## src/rtl/popcount_sequencer.sv

```systemverilog
// Multi-cycle popcount controller: streams a WIDTH-bit word three bits per cycle
// through an external 3-input ones-counter cell and accumulates its 2-bit results.
module popcount_sequencer #(
  parameter  int WIDTH = 12,
  localparam int NCH   = WIDTH / 3,
  localparam int CW    = $clog2(WIDTH + 1)
) (
  input  logic             clk,
  input  logic             rst_n,
  input  logic             start,
  input  logic [WIDTH-1:0] din,
  output logic             oc_a,
  output logic             oc_b,
  output logic             oc_c,
  input  logic             oc_y1,
  input  logic             oc_y0,
  output logic             busy,
  output logic             done,
  output logic [CW-1:0]    count
);

  localparam int IW = (NCH > 1) ? $clog2(NCH) : 1;

  typedef enum logic [1:0] {
    IDLE = 2'd0,
    RUN  = 2'd1,
    DONE = 2'd2
  } state_t;

  state_t           state;
  logic [WIDTH-1:0] sr;
  logic [CW-1:0]    acc;
  logic [IW-1:0]    idx;
  logic [CW-1:0]    y_ext;
  logic [CW-1:0]    acc_next;

  // The cell result is at most 3, so zero-extension into CW bits is lossless.
  assign y_ext    = CW'({oc_y1, oc_y0});
  assign acc_next = acc + y_ext;

  // The low three shift-register bits are the current chunk; gated so the cell sees zeros outside RUN.
  assign oc_a = busy & sr[2];
  assign oc_b = busy & sr[1];
  assign oc_c = busy & sr[0];

  always_ff @(posedge clk or negedge rst_n) begin
    if (!rst_n) begin
      state <= IDLE;
      busy  <= 1'b0;
      done  <= 1'b0;
      count <= '0;
      sr    <= '0;
      acc   <= '0;
      idx   <= '0;
    end else begin
      case (state)
        IDLE: begin
          if (start) begin
            sr    <= din;
            acc   <= '0;
            idx   <= '0;
            busy  <= 1'b1;
            state <= RUN;
          end
        end
        RUN: begin
          acc <= acc_next;
          sr  <= sr >> 3;
          idx <= idx + 1'b1;
          if (idx == IW'(NCH - 1)) begin
            count <= acc_next;
            busy  <= 1'b0;
            done  <= 1'b1;
            state <= DONE;
          end
        end
        DONE: begin
          done  <= 1'b0;
          state <= IDLE;
        end
        default: begin
          busy  <= 1'b0;
          done  <= 1'b0;
          state <= IDLE;
        end
      endcase
    end
  end

endmodule

```

## config.mk

```make
export PLATFORM = sky130hd
export DESIGN_NAME = popcount_sequencer
export DESIGN_NICKNAME = d
export VERILOG_FILES = /design/src/rtl/popcount_sequencer.sv
export SDC_FILE = /design/constraint.sdc
export NUM_CORES = 1
export LEC_CHECK = 0
export CELL_PAD_IN_SITES_DETAIL_PLACEMENT = 0
export CELL_PAD_IN_SITES_GLOBAL_PLACEMENT = 1
export CORE_MARGIN = 4
export CORE_UTILIZATION = 39
export DETAILED_ROUTE_END_ITERATION = 10
export GPL_TIMING_DRIVEN = 1
export MAX_ROUTING_LAYER = met4
export PLACE_DENSITY_LB_ADDON = 0.25
export REMOVE_ABC_BUFFERS = 1
export SLEW_MARGIN = 30
export SYNTH_ARGS = -nofsm -noshare
export SYNTH_HDL_FRONTEND = slang
export SYNTH_SLANG_ARGS = --single-unit
```

## constraint.sdc

```tcl
create_clock -name clk -period 1.62 [get_ports clk]
set_input_delay 0.324 -clock clk [delete_from_list [all_inputs] [get_ports clk]]
set_output_delay 0.324 -clock clk [all_outputs]
set_load 0.03 [all_outputs]
```

* Yosys cells after proc, flatten, opt, wreduce, memory -nomap -nowiden
Cells that the tools add are included.
** Word-level totals
- Bits in read-only memories :: 0
- Bits in latches :: 0
- Memories kept :: 0
- RAM bits :: 0
- Bits of input ports :: 17
- Bits in registers :: 26
- Output and inout port bits :: 9
- Logic and storage cells :: 40
** Cells by class
- Bitwise gates (word level) :: 5
- Multiply operators :: 0
- Multiplexer cells :: 14
- Equality and inequality tests :: 5
- Add/sub/neg operators :: 2
- Div/mod/pow operators :: 0
- Reductions and logical operators :: 7
- Shifts and indexed selects :: 0
- $lt $le $gt $ge :: 0
** Operators by type and width (number)
- 12-bit one-hot mux with 2 select lines :: 1
- 12-bit two-way mux :: 1
- 2-bit one-hot mux with 2 select lines :: 2
- 4-bit one-hot mux with 2 select lines :: 1
- 2-bit AND reduction :: 4
- 2-bit two-way mux :: 3
- 4-bit by 2-bit adder with 4-bit output :: 1
- 2-bit equality test (second input constant) :: 2
- 4-bit two-way mux :: 1
- 2-bit inequality test (second input constant) :: 2
- 1-bit AND :: 3
- 1-bit two-way mux :: 3
- 1-bit one-hot mux with 3 select lines :: 1
- 3-bit AND reduction :: 1
- 2-bit by 1-bit adder with 2-bit output (second input constant) :: 1
- 2-bit by 1-bit equality test with 1-bit output (second input constant) :: 1
- 2-bit zero test :: 1
- 1-bit inverter :: 2
- 1-bit one-hot mux with 2 select lines :: 1
- 2-bit nonzero test :: 1

* Longest topological paths before layout
Gate-level depths: netlist (run 1).
- Word-level depth :: 3
- Depth in mapped cells :: 5
- Depth with buffers taken out :: 5

* Worst setup path before layout (run 1)
OpenSTA, ideal clock, no wires.
- Kind :: flip-flop to flip-flop
- Start point :: register acc[0]
- End point :: register acc[2]
- Period minus slack after synthesis :: 1.387 ns
- Path slack :: 0.233 ns
- Data required time :: 1.502 ns
- Arrival time :: 1.269 ns
- Path buffers :: 0
- Setup time :: 0.118 ns
- Stages on the path, launching flop included :: 6
- Cells stage by stage :: dfrtp_1 ha_1 inv_1 fa_1 a21o_1 a21o_1
** Between the ends
- Word-level cells in the longest chain between the ends :: 2
** RTL lines
- start: declaration :: line 32 : logic [CW-1:0] acc;
- start signal: assignment :: line 67 : acc <= acc_next;
- 4-bit by 2-bit adder with 4-bit output :: line 39 : assign acc_next = acc + y_ext;
- 4-bit one-hot mux with 2 select lines :: line 56 : case (state)
No other way between the ends.
A chain may end at the register's enable or synchronous reset.

* Worst setup path in the final report (run 1)
- Start point :: register busy
- End point :: output port oc_b
** Between the ends
- Word-level cells in the longest chain between the ends :: 1
** RTL lines
- start: declaration :: line 17 : output logic busy,
- start signal: assignment :: line 49 : busy <= 1'b0;
- start signal: assignment :: line 62 : busy <= 1'b1;
- start signal: assignment :: line 72 : busy <= 1'b0;
- 1-bit AND :: line 43 : assign oc_b = busy & sr[1];
- end: declaration :: line 13 : output logic oc_b,
No other way between the ends.

==> metrics.md, run 1 <==
| Metric | Value |
|---|---|
| Area share of the largest cell type after synthesis | `50.5%` |
| Layout cells sized above 1 | `13.3%` |
| Remaining DRCs | `0` |
| WS Path Type | `flip-flop to output pin` |
| Core area | `3100 um2` |
| Area growth syn-to-layout | `26.8%` |
| Hold Path Class | `input port to async pin` |
| Clock sinks | `26` |
| Setup_tns | `0 ns` |
| Cell variety after synth | `27` |
| Post-route core utilization | `52.6%` |
| Most frequent cells after synthesis | `dfrtp_1 (26), nand2_1 (20), o21ai_0 (11), mux2i_1 (10), o21ai_1 (7)` |
| Post-DRT Antenna Nets | `0` |
| Primary FF master, synth | `dfrtp_1` |
| Vias in the first global route | `984` |
| NumNets Final | `172` |
| Die Wd | `65.5 um` |
| Top Ports | `26` |
| Max cap viols | `0` |
| Element type at the critical path start | `flip-flop` |
| Starting Density | `41.5%` |
| Via density | `4.63` |
| Crit. End Element | `output pin` |
| Worst Path Max Fanout | `6` |
| Tot Pwr | `3060 uW` |
| Synth area leader | `dfrtp_1` |
| Area taken by multi-input logic gates | `557 um2` |
| Syn_area_per_cell | `10.8 um2` |
| Syn Std Cell Area | `1290 um2` |
| Pwr Density | `1870 nW/um2` |
| Hold_ws | `0.347 ns` |
| Routability Congestion | `0.788` |
| Cell count after synthesis | `119` |
| Vias | `899` |
| Worst-Skew Late Latency | `0.32 ns` |
| Final hold vios | `0` |
| ANT cells | `0` |
| Worst-path clk slew | `0.15 ns` |
| Yosys reg bits | `26` |
| Worst-Margin Slew | `0.396 ns` |
| Clk buf depth | `2` |
| Sw Pwr | `1200 uW` |
| Period utilization | `95.6%` |
| Tot GR Track Use | `12.8%` |
| Post-DP HPWL | `1780 um` |
| Total Routed Length | `2390 um` |
| Seq. cell area | `651 um2` |
| DRT iter0 DRCs | `29` |
| Leak pwr | `0.000787 uW` |
| Status | `complete, no violations` |
| CTS tree | `yes` |
| H-tree lvl count | `1` |
| Final setup fails | `0` |
| Clk pwr share | `14.6%` |
| FF-to-FF path depth | `5` |
| Root buffer cell | `clkbuf_4` |
| WP data required | `1.30 ns` |
| FP Rows | `20` |
| Flop pwr share | `37.0%` |
| Post-synthesis sequential area ratio | `50.5%` |
| Pins Over Slew Limit | `0` |
| Min Clock Period, post-route | `1.55 ns` |
| Max Freq | `0.646 GHz` |
| Aggregate global routing overflow | `0` |
| Wirelength per Cell | `12.3 um` |
| Hold Buf Count CTS | `0` |
| Largest net degree at the start of global routing | `27` |
| Data arrival, critical path | `1.22 ns` |
| Setup Skew | `0.00894 ns` |
| Yosys warns | `0` |
| Number of synthesized flops with an enable pin | `0` |
| Die area | `4280 um2` |
| PortBufs | `25` |
| Power share of the combinational group | `48.3%` |
| Post-CTS setup buffers | `0` |
| Async set or reset register ratio after synthesis | `100%` |
| Final Instance Area | `1630 um2` |
| DRT Pass-1 Iters | `4` |
| Int Pwr | `1850 uW` |
| Unrepaired setup endpoints after global routing | `false` |
| Initial antenna violation count | `0` |
| Max IR drop VDD | `903 uV` |
| Count leader, synth | `dfrtp_1` |
| Switching fraction of total power | `39.3%` |
| Inserted Clock Buffers | `3` |
| Fillers | `312` |
| First-pass GRT wire length | `4230 um` |
| Area after DPL | `1600 um2` |
| Synth area leaders | `dfrtp_1 (51%), mux2i_1 (7.8%), nand2_1 (5.8%), o21ai_0 (4.3%), ha_1 (2.9%)` |
| Worst slew margin | `73.6%` |
| Die height | `65.5 um` |
-- cell usage in the layout, fill, tap and decap left out, drive strengths merged, types with 2 or more instances in the layout --
| master | n |
|---|---|
| a21oi | 4 |
| and2 | 3 |
| ha | 3 |
| inv | 5 |
| buf | 7 |
| mux2i | 10 |
| dfrtp | 26 |
| nor2 | 4 |
| a21o | 3 |
| clkdlybuf4s50 | 16 |
| nand2 | 20 |
| dlygate4sd2 | 6 |
| a22o | 2 |
| o21ai | 19 |
| nor2b | 6 |
| clkbuf | 5 |
-- routing by layer --
metal | GRT usage, % | routed length [um]
met5 | - | 0
met4 | 3.89 | 22
met3 | 2.39 | 93
met2 | 21.9 | 1200
met1 | 15.3 | 1080
-- what timing repair did --
action	in CTS	in global routing
hold endpoints to repair	0	0
gates resized for setup	13	2
endpoints found under the setup margin	9	2
-- worst max-delay path: stages (launching register included) --
cell and delay, ns:
dfrtp_1 0.46, and2_1 0.17, clkdlybuf4s15_2 0.27
-- registers in the layout (all words and copies together), names as in the netlist --
| register | flops |
|---|---|
| count | 4 |
| busy | 1 |
| idx | 2 |
| done | 1 |
| acc | 4 |
| sr | 12 |
| state | 2 |
-- cell type report --
type	instances	area share, %
sequential	26	39.8
clock buffer	3	1.38
clock inverter	1	1.84
inverter	5	1.15
timing repair buffer	32	18.3
multi-input combinational	83	34.1
tap	44	3.37
-- cell families (layout without fill, tap and decap cells) --
kind of cell	Yosys count	after routing	share of synthesized area [%]
compound gates	30	30	14.5
buf+inv	10	41	6.22
flops	26	26	50.5
simple gates	37	37	15.0
fa+ha+maj	4	4	4.47
mux	11	11	8.65
xor+xnor	1	1	0.680
-- through the flow --
stage          cells  worst slack [ns]
6_report         194            0.0715
5_1_grt          194           0.00649
2_1_floorplan    114             0.233
3_3_place_gp     190            -0.232
3_5_place_dp     190            -0.255
4_1_cts          194          0.000796
-- power by group through the flow --
stage	clock [uW]	combinational, uW	sequential [uW]
5_1_grt	487	1650	1180
3_5_place_dp	0	1570	1160
2_1_floorplan	0	877	1270
4_1_cts	459	1510	1140
6_report	447	1480	1130
3_3_place_gp	0	1540	1140
-- path summary, 6_finish.rpt --
check | from | slack (ns) | to
min | rst_n | 0.35 | sr[0]$_DFFE_PN0P_
max in group asynchronous | rst_n | 1.01 | idx[1]$_DFFE_PN0P_
min in group clk | count[3]$_DFFE_PN0P_ | 0.49 | count[3]$_DFFE_PN0P_
max reg2reg | acc[0]$_DFFE_PN0P_ | 0.19 | acc[2]$_DFFE_PN0P_
min reg2reg | count[3]$_DFFE_PN0P_ | 0.49 | count[3]$_DFFE_PN0P_
max | busy$_DFFE_PN0P_ | 0.07 | oc_b
Power figures use the tool's default switching activity.
==> inputs of run 2 (changes only) <==
Settings changed: SKIP_LAST_GASP set to 1.
==> metrics.md, run 2 (synthesized netlist as in run 1, its figures left out) <==
| Metric | Value |
|---|---|
| Wirelength per Cell | `12.3 um (about the same)` |
| Largest Register | `sr (unchanged)` |
| Seq. cell area | `651 um2 (unchanged)` |
| H-tree lvl count | `1 (unchanged)` |
| Hold_ws | `0.347 ns (unchanged)` |
| Max IR drop VDD | `903 uV (about the same)` |
| Die area | `4280 um2 (unchanged)` |
| Tot GR Track Use | `12.8% (unchanged)` |
| Routability Congestion | `0.788 (unchanged)` |
| Dpl ws | `-0.255 ns (unchanged)` |
| WP data required | `1.30 ns (about the same)` |
| Registers with the most flip-flops | `sr: 12 flops, acc: 4 flops, count: 4 flops (unchanged)` |
| Element type at the critical path start | `flip-flop (unchanged)` |
| Initial antenna violation count | `0 (unchanged)` |
| Pins Over Slew Limit | `0 (unchanged)` |
| Post-DRT Antenna Nets | `0 (unchanged)` |
| DRT Pass-1 Iters | `4 (unchanged)` |
| PortBufs | `25 (unchanged)` |
| Unrepaired setup endpoints after global routing | `true (was false)` |
| Die height | `65.5 um (unchanged)` |
| Worst slew margin | `73.6% (unchanged)` |
| Hold Buf Count CTS | `0 (unchanged)` |
| ANT cells | `0 (unchanged)` |
| NumNets Final | `172 (unchanged)` |
| Leak pwr | `0.000787 uW (about the same)` |
| Period utilization | `98.5% (was 95.6%)` |
| Max cap viols | `0 (unchanged)` |
| WS Path Type | `flip-flop to output pin (unchanged)` |
| Min Clock Period, post-route | `1.60 ns (was 1.55 ns)` |
| Fillers | `312 (unchanged)` |
| Clk buf depth | `2 (unchanged)` |
| Most common cell after layout, fill and taps aside | `dfrtp_1 (unchanged)` |
| Starting Density | `41.5% (unchanged)` |
| Core area | `3100 um2 (unchanged)` |
| Aggregate global routing overflow | `0 (unchanged)` |
| Most frequent cells in the layout | `dfrtp_1 (26), nand2_1 (20), clkdlybuf4s50_1 (16) (unchanged)` |
| Setup Skew | `0.00894 ns (unchanged)` |
| Remaining DRCs | `0 (unchanged)` |
| Layout cells sized above 1 | `12.7% (was 13.3%)` |
| Area growth syn-to-layout | `27.2% (was 26.8%)` |
| Flip-flop count of the largest register after layout | `12 (unchanged)` |
| Post-DP HPWL | `1780 um (unchanged)` |
| Post-CTS setup buffers | `0 (unchanged)` |
| Crit. End Element | `output pin (unchanged)` |
| Final setup fails | `0 (unchanged)` |
| Vias in the first global route | `984 (unchanged)` |
| CTS tree | `yes (unchanged)` |
| Hold Path Class | `input port to async pin (unchanged)` |
| Setup_tns | `0 ns (unchanged)` |
| Worst-Margin Slew | `0.396 ns (unchanged)` |
| Worst-path clk slew | `0.15 ns (about the same)` |
| Vias | `899 (unchanged)` |
| Total Routed Length | `2390 um (about the same)` |
| FF-to-FF path depth | `5 (unchanged)` |
| Root buffer cell | `clkbuf_4 (unchanged)` |
| Die Wd | `65.5 um (unchanged)` |
| Pwr Density | `1870 nW/um2 (about the same)` |
| First-pass GRT wire length | `4230 um (unchanged)` |
| Post-route core utilization | `52.8% (was 52.6%)` |
| Top Ports | `26 (unchanged)` |
| Largest net degree at the start of global routing | `27 (unchanged)` |
| Status | `complete, no violations (unchanged)` |
| Inserted Clock Buffers | `3 (unchanged)` |
| Setup WS post-layout | `0.0241 ns (was 0.0715 ns)` |
| FP Rows | `20 (unchanged)` |
| DRT iter0 DRCs | `29 (unchanged)` |
| Worst-Skew Late Latency | `0.32 ns (about the same)` |
| Via density | `4.63 (unchanged)` |
| Worst Path Max Fanout | `6 (unchanged)` |
| Max Freq | `0.627 GHz (was 0.646 GHz)` |
| Final hold vios | `0 (unchanged)` |
| Clock sinks | `26 (unchanged)` |
| Area taken by multi-input logic gates | `557 um2 (unchanged)` |
| Data arrival, critical path | `1.27 ns (was 1.22 ns)` |
-- run 2: cell count changes in the layout (fill, tap and decap cells not counted) --
cell	previous run	this run
clkbuf_2	2	1
clkdlybuf4s15_1	0	1
-- run 2: layout make-up --
class,count,area share (%)
Clock buffer,3,1.38
Clock inverter,1,1.83
Inverter,5,1.15
Multi-Input combinational cell,83,34.0
Sequential cell,26,39.7
Tap cell,44,3.36
Timing Repair Buffer,32,18.6
-- run 2: path summary, 6_finish.rpt --
path	start	end	slack [ns]
worst min-delay path	rst_n	sr[0]$_DFFE_PN0P_	0.35
worst max register to register	acc[0]$_DFFE_PN0P_	acc[2]$_DFFE_PN0P_	0.19
min in group clk	count[3]$_DFFE_PN0P_	count[3]$_DFFE_PN0P_	0.49
max in group asynchronous	rst_n	idx[1]$_DFFE_PN0P_	1.01
worst min register to register	count[3]$_DFFE_PN0P_	count[3]$_DFFE_PN0P_	0.49
worst max-delay path	busy$_DFFE_PN0P_	oc_a	0.02
-- run 2: routing by layer --
metal / GRT usage (%) / up-vias / part of all wire, %
met5: - / - / 0
met4: 3.89 / 0 / 0.92
met3: 2.39 / 2 / 3.8
met2: 21.9 / 14 / 50
met1: 15.3 / 418 / 45
li1: - / 465 / -
-- run 2: timing repair --
action	CTS	global route
endpoints found under the setup margin	9	2
pin swaps	0	0
resized for setup	12	2
-- run 2: power by group --
part,internal (uW),switching (uW)
clock,250,197
combinational,679,803
sequential,930,202
total,1860,1200
-- run 2: critical path, stage by stage, from the launching register on --
cell             delay (ns)
dfrtp_1                0.45
and2_1                 0.14
clkdlybuf4s15_1        0.36
-- run 2: metrics by stage --
step	cells	total power, uW	area (um2)
floorplan	114	2140	1230
global placement	190	2680	1600
detailed placement	190	2730	1600
CTS	194	3110	1640
global route	194	3320	1640
finish	194	3060	1640
